### config.mk
export PLATFORM = sky130hd
export DESIGN_NAME = pong_match_ctrl_flat
export DESIGN_NICKNAME = d
export VERILOG_FILES = /design/src/rtl/pong_match_if.sv /design/src/rtl/pong_match_ctrl.sv /design/src/flat_wrapper.sv
export SDC_FILE = /design/constraint.sdc
export NUM_CORES = 1
export LEC_CHECK = 0
export CORE_ASPECT_RATIO = 2
export CORE_UTILIZATION = 58
export DETAILED_ROUTE_END_ITERATION = 10
export PLACE_DENSITY = 0.85
export SLEW_MARGIN = 20
export SYNTH_ARGS = -nofsm -noshare
export SYNTH_HDL_FRONTEND = slang
export SYNTH_SLANG_ARGS = --single-unit
### constraint.sdc
create_clock -name clk -period 4.9 [get_ports clk]
set_input_delay 0.735 -clock clk [delete_from_list [all_inputs] [get_ports clk]]
set_output_delay 0.735 -clock clk [all_outputs]
set_load 0.02 [all_outputs]
### src/rtl/pong_match_if.sv
// Signal bundle between the pong match sequencer and its surroundings:
// per-frame/player event inputs and the game-state outputs.
// The slave modport is the sequencer; the master modport is the environment.
interface pong_match_if;
    logic       frame_tick;
    logic       start;
    logic       pause_req;
    logic       hit;
    logic       miss_left;
    logic       miss_right;
    logic       pause;
    logic       ball_load;
    logic       serve_dir;
    logic [3:0] score1_tens;
    logic [3:0] score1_ones;
    logic [3:0] score2_tens;
    logic [3:0] score2_ones;
    logic [1:0] winner;
    logic [2:0] state;
    logic [1:0] speed_level;

    modport master (
        output frame_tick, start, pause_req, hit, miss_left, miss_right,
        input  pause, ball_load, serve_dir,
        input  score1_tens, score1_ones, score2_tens, score2_ones,
        input  winner, state, speed_level
    );

    modport slave (
        input  frame_tick, start, pause_req, hit, miss_left, miss_right,
        output pause, ball_load, serve_dir,
        output score1_tens, score1_ones, score2_tens, score2_ones,
        output winner, state, speed_level
    );
endinterface

### src/rtl/pong_match_ctrl.sv
// Pong match sequencer: attract, serve delay, rally, point, user pause and
// game over. Drives the physics pause line and ball re-centre pulse, and
// keeps both players' BCD scores. All outputs are registered.
// Optional macro PONG_SPEEDUP_EN: enables the paddle-hit speed stepping.
module pong_match_ctrl #(
    parameter int unsigned WIN_SCORE       = 11,
    parameter int unsigned SERVE_FRAMES    = 60,
    parameter int unsigned SPEEDUP_HITS    = 4,
    parameter int unsigned MAX_SPEED_LEVEL = 3
) (
    input  logic         clk,
    input  logic         reset,
    pong_match_if.slave  bus
);

    typedef enum logic [2:0] {
        ATTRACT   = 3'd0,
        SERVE     = 3'd1,
        RALLY     = 3'd2,
        POINT     = 3'd3,
        PAUSED    = 3'd4,
        GAME_OVER = 3'd5
    } state_t;

    localparam logic [7:0] WIN_BCD    = {4'(WIN_SCORE / 10), 4'(WIN_SCORE % 10)};
    localparam logic [7:0] SERVE_LAST = 8'(SERVE_FRAMES - 1);

    // Out-of-range parameters stop elaboration rather than building a broken match.
    if (WIN_SCORE == 0 || WIN_SCORE > 99 || SERVE_FRAMES == 0 || SERVE_FRAMES > 255 ||
        SPEEDUP_HITS == 0 || SPEEDUP_HITS > 255 || MAX_SPEED_LEVEL > 3) begin : g_param_check
        $error("pong_match_ctrl: parameter out of range");
    end

    state_t     state_q, state_d;
    logic       start_q;
    logic       start_rise;
    logic [7:0] frame_cnt_q, frame_cnt_d;
    logic [7:0] score1_q, score1_d;
    logic [7:0] score2_q, score2_d;
    logic [1:0] winner_q, winner_d;
    logic       serve_dir_q, serve_dir_d;
    logic       pause_q, pause_d;
    logic       ball_load_q, ball_load_d;

    assign start_rise = bus.start & ~start_q;

    // BCD increment, saturating at 99.
    function automatic logic [7:0] bcd_inc(input logic [7:0] v);
        if (v == 8'h99)
            return v;
        else if (v[3:0] == 4'd9)
            return {v[7:4] + 4'd1, 4'd0};
        else
            return {v[7:4], v[3:0] + 4'd1};
    endfunction

    // State and registered-output update.
    always_ff @(posedge clk) begin
        if (reset) begin
            state_q     <= ATTRACT;
            start_q     <= 1'b1;
            frame_cnt_q <= '0;
            score1_q    <= '0;
            score2_q    <= '0;
            winner_q    <= '0;
            serve_dir_q <= 1'b0;
            pause_q     <= 1'b1;
            ball_load_q <= 1'b0;
        end else begin
            state_q     <= state_d;
            start_q     <= bus.start;
            frame_cnt_q <= frame_cnt_d;
            score1_q    <= score1_d;
            score2_q    <= score2_d;
            winner_q    <= winner_d;
            serve_dir_q <= serve_dir_d;
            pause_q     <= pause_d;
            ball_load_q <= ball_load_d;
        end
    end

    // Next-state and next-output decode; pause/ball_load are registered, so
    // they are derived from the state being entered.
    always_comb begin
        state_d     = state_q;
        frame_cnt_d = frame_cnt_q;
        score1_d    = score1_q;
        score2_d    = score2_q;
        winner_d    = winner_q;
        serve_dir_d = serve_dir_q;
        ball_load_d = 1'b0;

        case (state_q)
            ATTRACT, GAME_OVER: begin
                if (start_rise) begin
                    score1_d    = '0;
                    score2_d    = '0;
                    winner_d    = '0;
                    frame_cnt_d = '0;
                    ball_load_d = 1'b1;
                    serve_dir_d = 1'b0;
                    state_d     = SERVE;
                end
            end
            SERVE: begin
                if (bus.frame_tick) begin
                    if (frame_cnt_q == SERVE_LAST) begin
                        frame_cnt_d = '0;
                        state_d     = RALLY;
                    end else begin
                        frame_cnt_d = frame_cnt_q + 8'd1;
                    end
                end
            end
            RALLY: begin
                if (bus.miss_left) begin
                    score2_d    = bcd_inc(score2_q);
                    serve_dir_d = 1'b0;
                    ball_load_d = 1'b1;
                    state_d     = POINT;
                end else if (bus.miss_right) begin
                    score1_d    = bcd_inc(score1_q);
                    serve_dir_d = 1'b1;
                    ball_load_d = 1'b1;
                    state_d     = POINT;
                end else if (bus.pause_req) begin
                    state_d = PAUSED;
                end
            end
            POINT: begin
                // serve_dir was set toward the loser, so it identifies the scorer.
                if ((serve_dir_q ? score1_q : score2_q) == WIN_BCD) begin
                    winner_d = serve_dir_q ? 2'd1 : 2'd2;
                    state_d  = GAME_OVER;
                end else begin
                    frame_cnt_d = '0;
                    state_d     = SERVE;
                end
            end
            PAUSED: begin
                if (bus.pause_req)
                    state_d = RALLY;
            end
            default: state_d = ATTRACT;
        endcase

        pause_d = (state_d != RALLY);
    end

`ifdef PONG_SPEEDUP_EN
    localparam logic [7:0] HIT_LAST  = 8'(SPEEDUP_HITS - 1);
    localparam logic [1:0] SPEED_MAX = 2'(MAX_SPEED_LEVEL);

    logic [7:0] hit_cnt_q, hit_cnt_d;
    logic [1:0] speed_q, speed_d;

    // Hit counting in RALLY; every ball re-centre restarts at the base speed.
    always_comb begin
        hit_cnt_d = hit_cnt_q;
        speed_d   = speed_q;
        if (ball_load_d) begin
            hit_cnt_d = '0;
            speed_d   = '0;
        end else if (state_q == RALLY && bus.hit) begin
            if (hit_cnt_q == HIT_LAST) begin
                hit_cnt_d = '0;
                if (speed_q < SPEED_MAX)
                    speed_d = speed_q + 2'd1;
            end else begin
                hit_cnt_d = hit_cnt_q + 8'd1;
            end
        end
    end

    // Hit counter and speed level registers.
    always_ff @(posedge clk) begin
        if (reset) begin
            hit_cnt_q <= '0;
            speed_q   <= '0;
        end else begin
            hit_cnt_q <= hit_cnt_d;
            speed_q   <= speed_d;
        end
    end

    assign bus.speed_level = speed_q;
`else
    assign bus.speed_level = '0;
`endif

    assign bus.state       = state_q;
    assign bus.pause       = pause_q;
    assign bus.ball_load   = ball_load_q;
    assign bus.serve_dir   = serve_dir_q;
    assign bus.score1_tens = score1_q[7:4];
    assign bus.score1_ones = score1_q[3:0];
    assign bus.score2_tens = score2_q[7:4];
    assign bus.score2_ones = score2_q[3:0];
    assign bus.winner      = winner_q;

endmodule

### src/flat_wrapper.sv
// flat-port wrapper written by rule: the top's interface ports become plain ports
module pong_match_ctrl_flat 
#(
    parameter int unsigned WIN_SCORE       = 11,
    parameter int unsigned SERVE_FRAMES    = 60,
    parameter int unsigned SPEEDUP_HITS    = 4,
    parameter int unsigned MAX_SPEED_LEVEL = 3
)
  (clk, reset, bus_frame_tick, bus_start, bus_pause_req, bus_hit, bus_miss_left, bus_miss_right, bus_pause, bus_ball_load, bus_serve_dir, bus_score1_tens, bus_score1_ones, bus_score2_tens, bus_score2_ones, bus_winner, bus_state, bus_speed_level);
  pong_match_if bus_i ();
  input  logic clk;
  input  logic reset;
  input wire logic [$bits(bus_i.frame_tick)-1:0] bus_frame_tick;
  input wire logic [$bits(bus_i.start)-1:0] bus_start;
  input wire logic [$bits(bus_i.pause_req)-1:0] bus_pause_req;
  input wire logic [$bits(bus_i.hit)-1:0] bus_hit;
  input wire logic [$bits(bus_i.miss_left)-1:0] bus_miss_left;
  input wire logic [$bits(bus_i.miss_right)-1:0] bus_miss_right;
  output wire logic [$bits(bus_i.pause)-1:0] bus_pause;
  output wire logic [$bits(bus_i.ball_load)-1:0] bus_ball_load;
  output wire logic [$bits(bus_i.serve_dir)-1:0] bus_serve_dir;
  output wire logic [$bits(bus_i.score1_tens)-1:0] bus_score1_tens;
  output wire logic [$bits(bus_i.score1_ones)-1:0] bus_score1_ones;
  output wire logic [$bits(bus_i.score2_tens)-1:0] bus_score2_tens;
  output wire logic [$bits(bus_i.score2_ones)-1:0] bus_score2_ones;
  output wire logic [$bits(bus_i.winner)-1:0] bus_winner;
  output wire logic [$bits(bus_i.state)-1:0] bus_state;
  output wire logic [$bits(bus_i.speed_level)-1:0] bus_speed_level;
  assign bus_i.frame_tick = bus_frame_tick;
  assign bus_i.start = bus_start;
  assign bus_i.pause_req = bus_pause_req;
  assign bus_i.hit = bus_hit;
  assign bus_i.miss_left = bus_miss_left;
  assign bus_i.miss_right = bus_miss_right;
  assign bus_pause = bus_i.pause;
  assign bus_ball_load = bus_i.ball_load;
  assign bus_serve_dir = bus_i.serve_dir;
  assign bus_score1_tens = bus_i.score1_tens;
  assign bus_score1_ones = bus_i.score1_ones;
  assign bus_score2_tens = bus_i.score2_tens;
  assign bus_score2_ones = bus_i.score2_ones;
  assign bus_winner = bus_i.winner;
  assign bus_state = bus_i.state;
  assign bus_speed_level = bus_i.speed_level;
  pong_match_ctrl #(.WIN_SCORE(WIN_SCORE), .SERVE_FRAMES(SERVE_FRAMES), .SPEEDUP_HITS(SPEEDUP_HITS), .MAX_SPEED_LEVEL(MAX_SPEED_LEVEL)) u_core (.clk(clk), .reset(reset), .bus(bus_i));
endmodule
==> summary.md <==
| Metric | Value |
|---|---|
| Outcome | `completed` |
| Seq/Total Area, Yosys | `30.6%` |
| Final worst slack | `2.34 ns` |
| Multi-input logic area | `1370 sq um` |
| Post-synth top area share | `30.6%` |
| Post-synth EDFFs | `0` |
| Root Driver | `clkbuf_8` |
| Boundary Pins | `34` |
| Kind of end point of the critical path | `flip-flop` |
| First-pass GRT wire length | `8.54 mm` |
| Final Power | `517 uW` |
| Vias | `2,120` |
| Flop pwr share | `52.7%` |
| Crit-path cells | `nor3b_2 > o211ai_1 > a2111o_1 > a21oi_1` |
| Fraction of layout cells with a size suffix above 1 | `5.73%` |
| Starting Density | `60.4%` |
| Hold Path Cell Cnt | `2` |
| # Max-Cap Violations | `0` |
| Grt ovf | `0` |
| Cell variety after synth | `64` |
| Antenna Cells | `0` |
| Slowest cell on crit path | `nor3b_2` |
| Area contributors post-synth | `dfxtp_1 (31%), ha_1 (5.2%), nand3_1 (4.2%)` |
| Minimum clock period | `2.56 ns` |
| Worst-Margin Slew | `0.771 ns` |
| Drt first pass iters | `4` |
| Synth Area in Adders | `5.22%` |
| Min-delay src | `u_core.frame_cnt_q[1]` |
| Commonest cells after routing, fill and taps aside | `dfxtp_1 (33), clkdlybuf4s50_1 (30), nand2_1 (19)` |
| Die Wd | `45.1 um` |
| Ys Warns | `0` |
| Min-Delay Path Class | `reg -> reg` |
| Largest net degree at the start of global routing | `31` |
| I/O Buffers | `30` |
| Post-Synth Simple-Gate Area | `32.3%` |
| CTS tree | `done` |
| Hold EP | `u_core.frame_cnt_q[1]` |
| Slew HR | `48.4%` |
| Total Wirelength | `5.35 mm` |
| GP Congestion | `0.786` |
| Required @ worst endpoint | `5.13 ns` |
| Dominant synthesized flop cell | `dfxtp_1` |
| Cts hold-fix bufs | `0` |
| Layout Utilization | `70.9%` |
| Commonest non-fill, non-tap cell in the layout | `dfxtp_1` |
| CTS buffer count | `5` |
| XOR/XNOR Fraction of Synth Area | `0.406%` |
| Switching share of power | `25.2%` |
| First-iteration detailed-routing DRC count | `82` |
| Register Area | `661 sq um` |
| Core box area | `3570 sq um` |
| Initial antenna violation count | `0` |
| Cell Area, Synth | `2160 sq um` |
| Die height | `88.2 um` |
| DP HPWL | `3.76 mm` |
| Worst r2r path cells | `4` |
| Final Hold Viols | `0` |
| Syn_area_per_cell | `8.46 sq um` |
| Htree depth | `2` |
| Clk_lat worst skew | `0.29 ns` |
| Endpoints failing setup | `0` |
| Number of global-route vias before repair | `1,933` |
| Post-synthesis compound-gate area fraction | `24.0%` |
| Clk_skew | `0.00556 ns` |
| Power Density | `204 nW/um^2` |
| Pint | `386 uW` |
| DIE AREA | `3980 sq um` |
| Crit start category | `flip-flop` |
| Flop-to-flop setup slack | `2.34 ns` |
| GR Util All Layers | `28.5%` |
| Crit-path max FO | `19` |
| Vias per cell | `6.46` |
| Max Clk Rate | `390 MHz` |
| Critical Path AT | `2.79 ns` |
| Clock tree buffer depth | `2` |
| Tcrit/Tclk final | `52.3%` |
| Post-CTS Setup Inserts | `0` |
| RSZ-0062 raised after global routing | `false` |
| Cells after Synth | `255` |
| CP max stage delay | `0.74 ns` |
| Synth area leader | `dfxtp_1` |
| DRC Markers | `0` |
| Sw Pwr | `130 uW` |
| Net count reported at finish | `295` |
| Reg2reg end | `u_core.score1_q[0]` |
| WL per Instance | `16.3 um` |
| Async SR Flop Fraction | `0%` |
| Combinational power share | `7.9%` |
| Final ANT Viol Nets | `0` |
| PostCTS Resize Cnt | `0` |
| RR Startpoint | `u_core.bus.state[1]` |
| Worst vdd ir | `0.205 mV` |
| Pleak | `0.000818 uW` |
| Worst Path Class, Setup | `reg -> reg` |
| Worst slack, placed | `2.16 ns` |
| Mux contribution to synthesized area | `1.39%` |
| Fill count | `318` |
| Register bit total from synthesis | `33` |
| Setup TNS Final | `0 ns` |
| Site Rows | `31` |
| Area growth syn-to-layout | `17.3%` |
| Slew Limit Fails | `0` |
| CTS clock-pin slew for the worst setup and hold paths | `0.07 ns` |
| Largest family of logic cells by synthesized area | `simple AND/OR/NAND/NOR gates` |
| Clk sinks | `33` |
| Clock Power Share | `39.3%` |
==> per-layer routing <==
metal,vias to the layer above,track usage (%),wire (um)
met5,-,0,0
met4,0,11.0,114
met3,11,4.29,158
met2,54,54.8,3030
met1,1035,28.8,2040
li1,1020,-,-
==> state kept, by name (all words and copies together), names as in the netlist <==
register,cells
u_core.bus.serve_dir,1
u_core.frame_cnt_q,8
u_core.score1_q,8
u_core.bus.state,3
u_core.start_q,1
u_core.bus.ball_load,1
u_core.bus.winner,2
u_core.bus.pause,1
u_core.score2_q,8
==> cells by family (layout without fill, tap and decap cells) <==
group,count (synthesis),in the layout
AOI/OAI and AO/OA,68,68
xor gates and xnor gates,1,1
adders and majority gates,9,9
buffers and inverters,29,52
DFF,33,33
muxes,3,3
other,1,2
and+or+nand+nor,111,111
==> synthesized netlist by cell type, types with 2 or more instances <==
library cell,n
dfxtp_1,33
nand2_1,19
nand3_1,18
inv_1,12
nor2_1,10
a21oi_1,9
ha_1,9
nand4_1,9
o311ai_1,8
clkbuf_1,7
nand3b_1,6
o21ai_1,5
or3_1,5
or3b_1,5
a2111o_1,4
a31oi_1,4
buf_2,4
buf_4,4
nor4b_1,4
o21ai_0,4
o2bb2ai_1,4
a211oi_1,3
and2_1,3
and3b_1,3
and4_1,3
mux2i_1,3
nor2b_1,3
nor3b_1,3
o211ai_1,3
o22ai_1,3
a21boi_1,2
a311oi_1,2
and3_1,2
nand2b_1,2
nand4b_1,2
nor3_1,2
nor3b_2,2
o21a_1,2
o31a_1,2
o31ai_1,2
or4_1,2
==> final cells by class <==
| cell class | count | share of cell area [%] |
|---|---|---|
| multi-input cells | 194 | 54.2 |
| flip-flops and latches | 33 | 26.1 |
| repair buffers | 31 | 12.2 |
| clock buffers | 8 | 3.17 |
| well taps | 49 | 2.42 |
| inverters | 13 | 1.93 |
==> worst max-delay path by stage <==
stage / startpoint / depth (start not counted) / slack (ns) / to
CTS: u_core.bus.state[1] / 4 / 2.36 / u_core.score1_q[0]
detailed placement: bus_miss_right / 5 / 2.16 / u_core.score1_q[0]
global route: u_core.bus.state[1] / 4 / 2.19 / u_core.score1_q[1]
finish: u_core.bus.state[1] / 4 / 2.34 / u_core.score1_q[0]
global placement: bus_miss_right / 5 / 2.21 / u_core.score1_q[0]
floorplan: bus_start / 4 / 3.00 / u_core.frame_cnt_q[1]
==> metrics by stage <==
step | cell area, sq um | hold slack [ns] | cells
4_1_cts | 2530 | 0.504 | 328
3_5_place_dp | 2450 | 0.495 | 320
3_3_place_gp | 2450 | 0.470 | 320
2_1_floorplan | 2160 | 0.452 | 256
5_1_grt | 2530 | 0.532 | 328
6_report | 2530 | 0.500 | 328
==> power by group through the flow <==
| stage | sequential (uW) | combinational, uW | clock, uW |
|---|---|---|---|
| global placement | 278 | 39.6 | 0 |
| CTS | 272 | 40.7 | 202 |
| detailed placement | 279 | 40.5 | 0 |
| finish | 273 | 40.9 | 203 |
| floorplan | 278 | 26.7 | 0 |
| global route | 273 | 43.8 | 215 |
==> worst max-delay path, delay by kind of cell, from the launching register on <==
kind | cells | cell delay (ns)
AOI/OAI and AO/OA | 3 | 1.07
and+or+nand+nor | 1 | 0.74
DFF | 1 | 0.69
(Power assumes the default switching activity.)
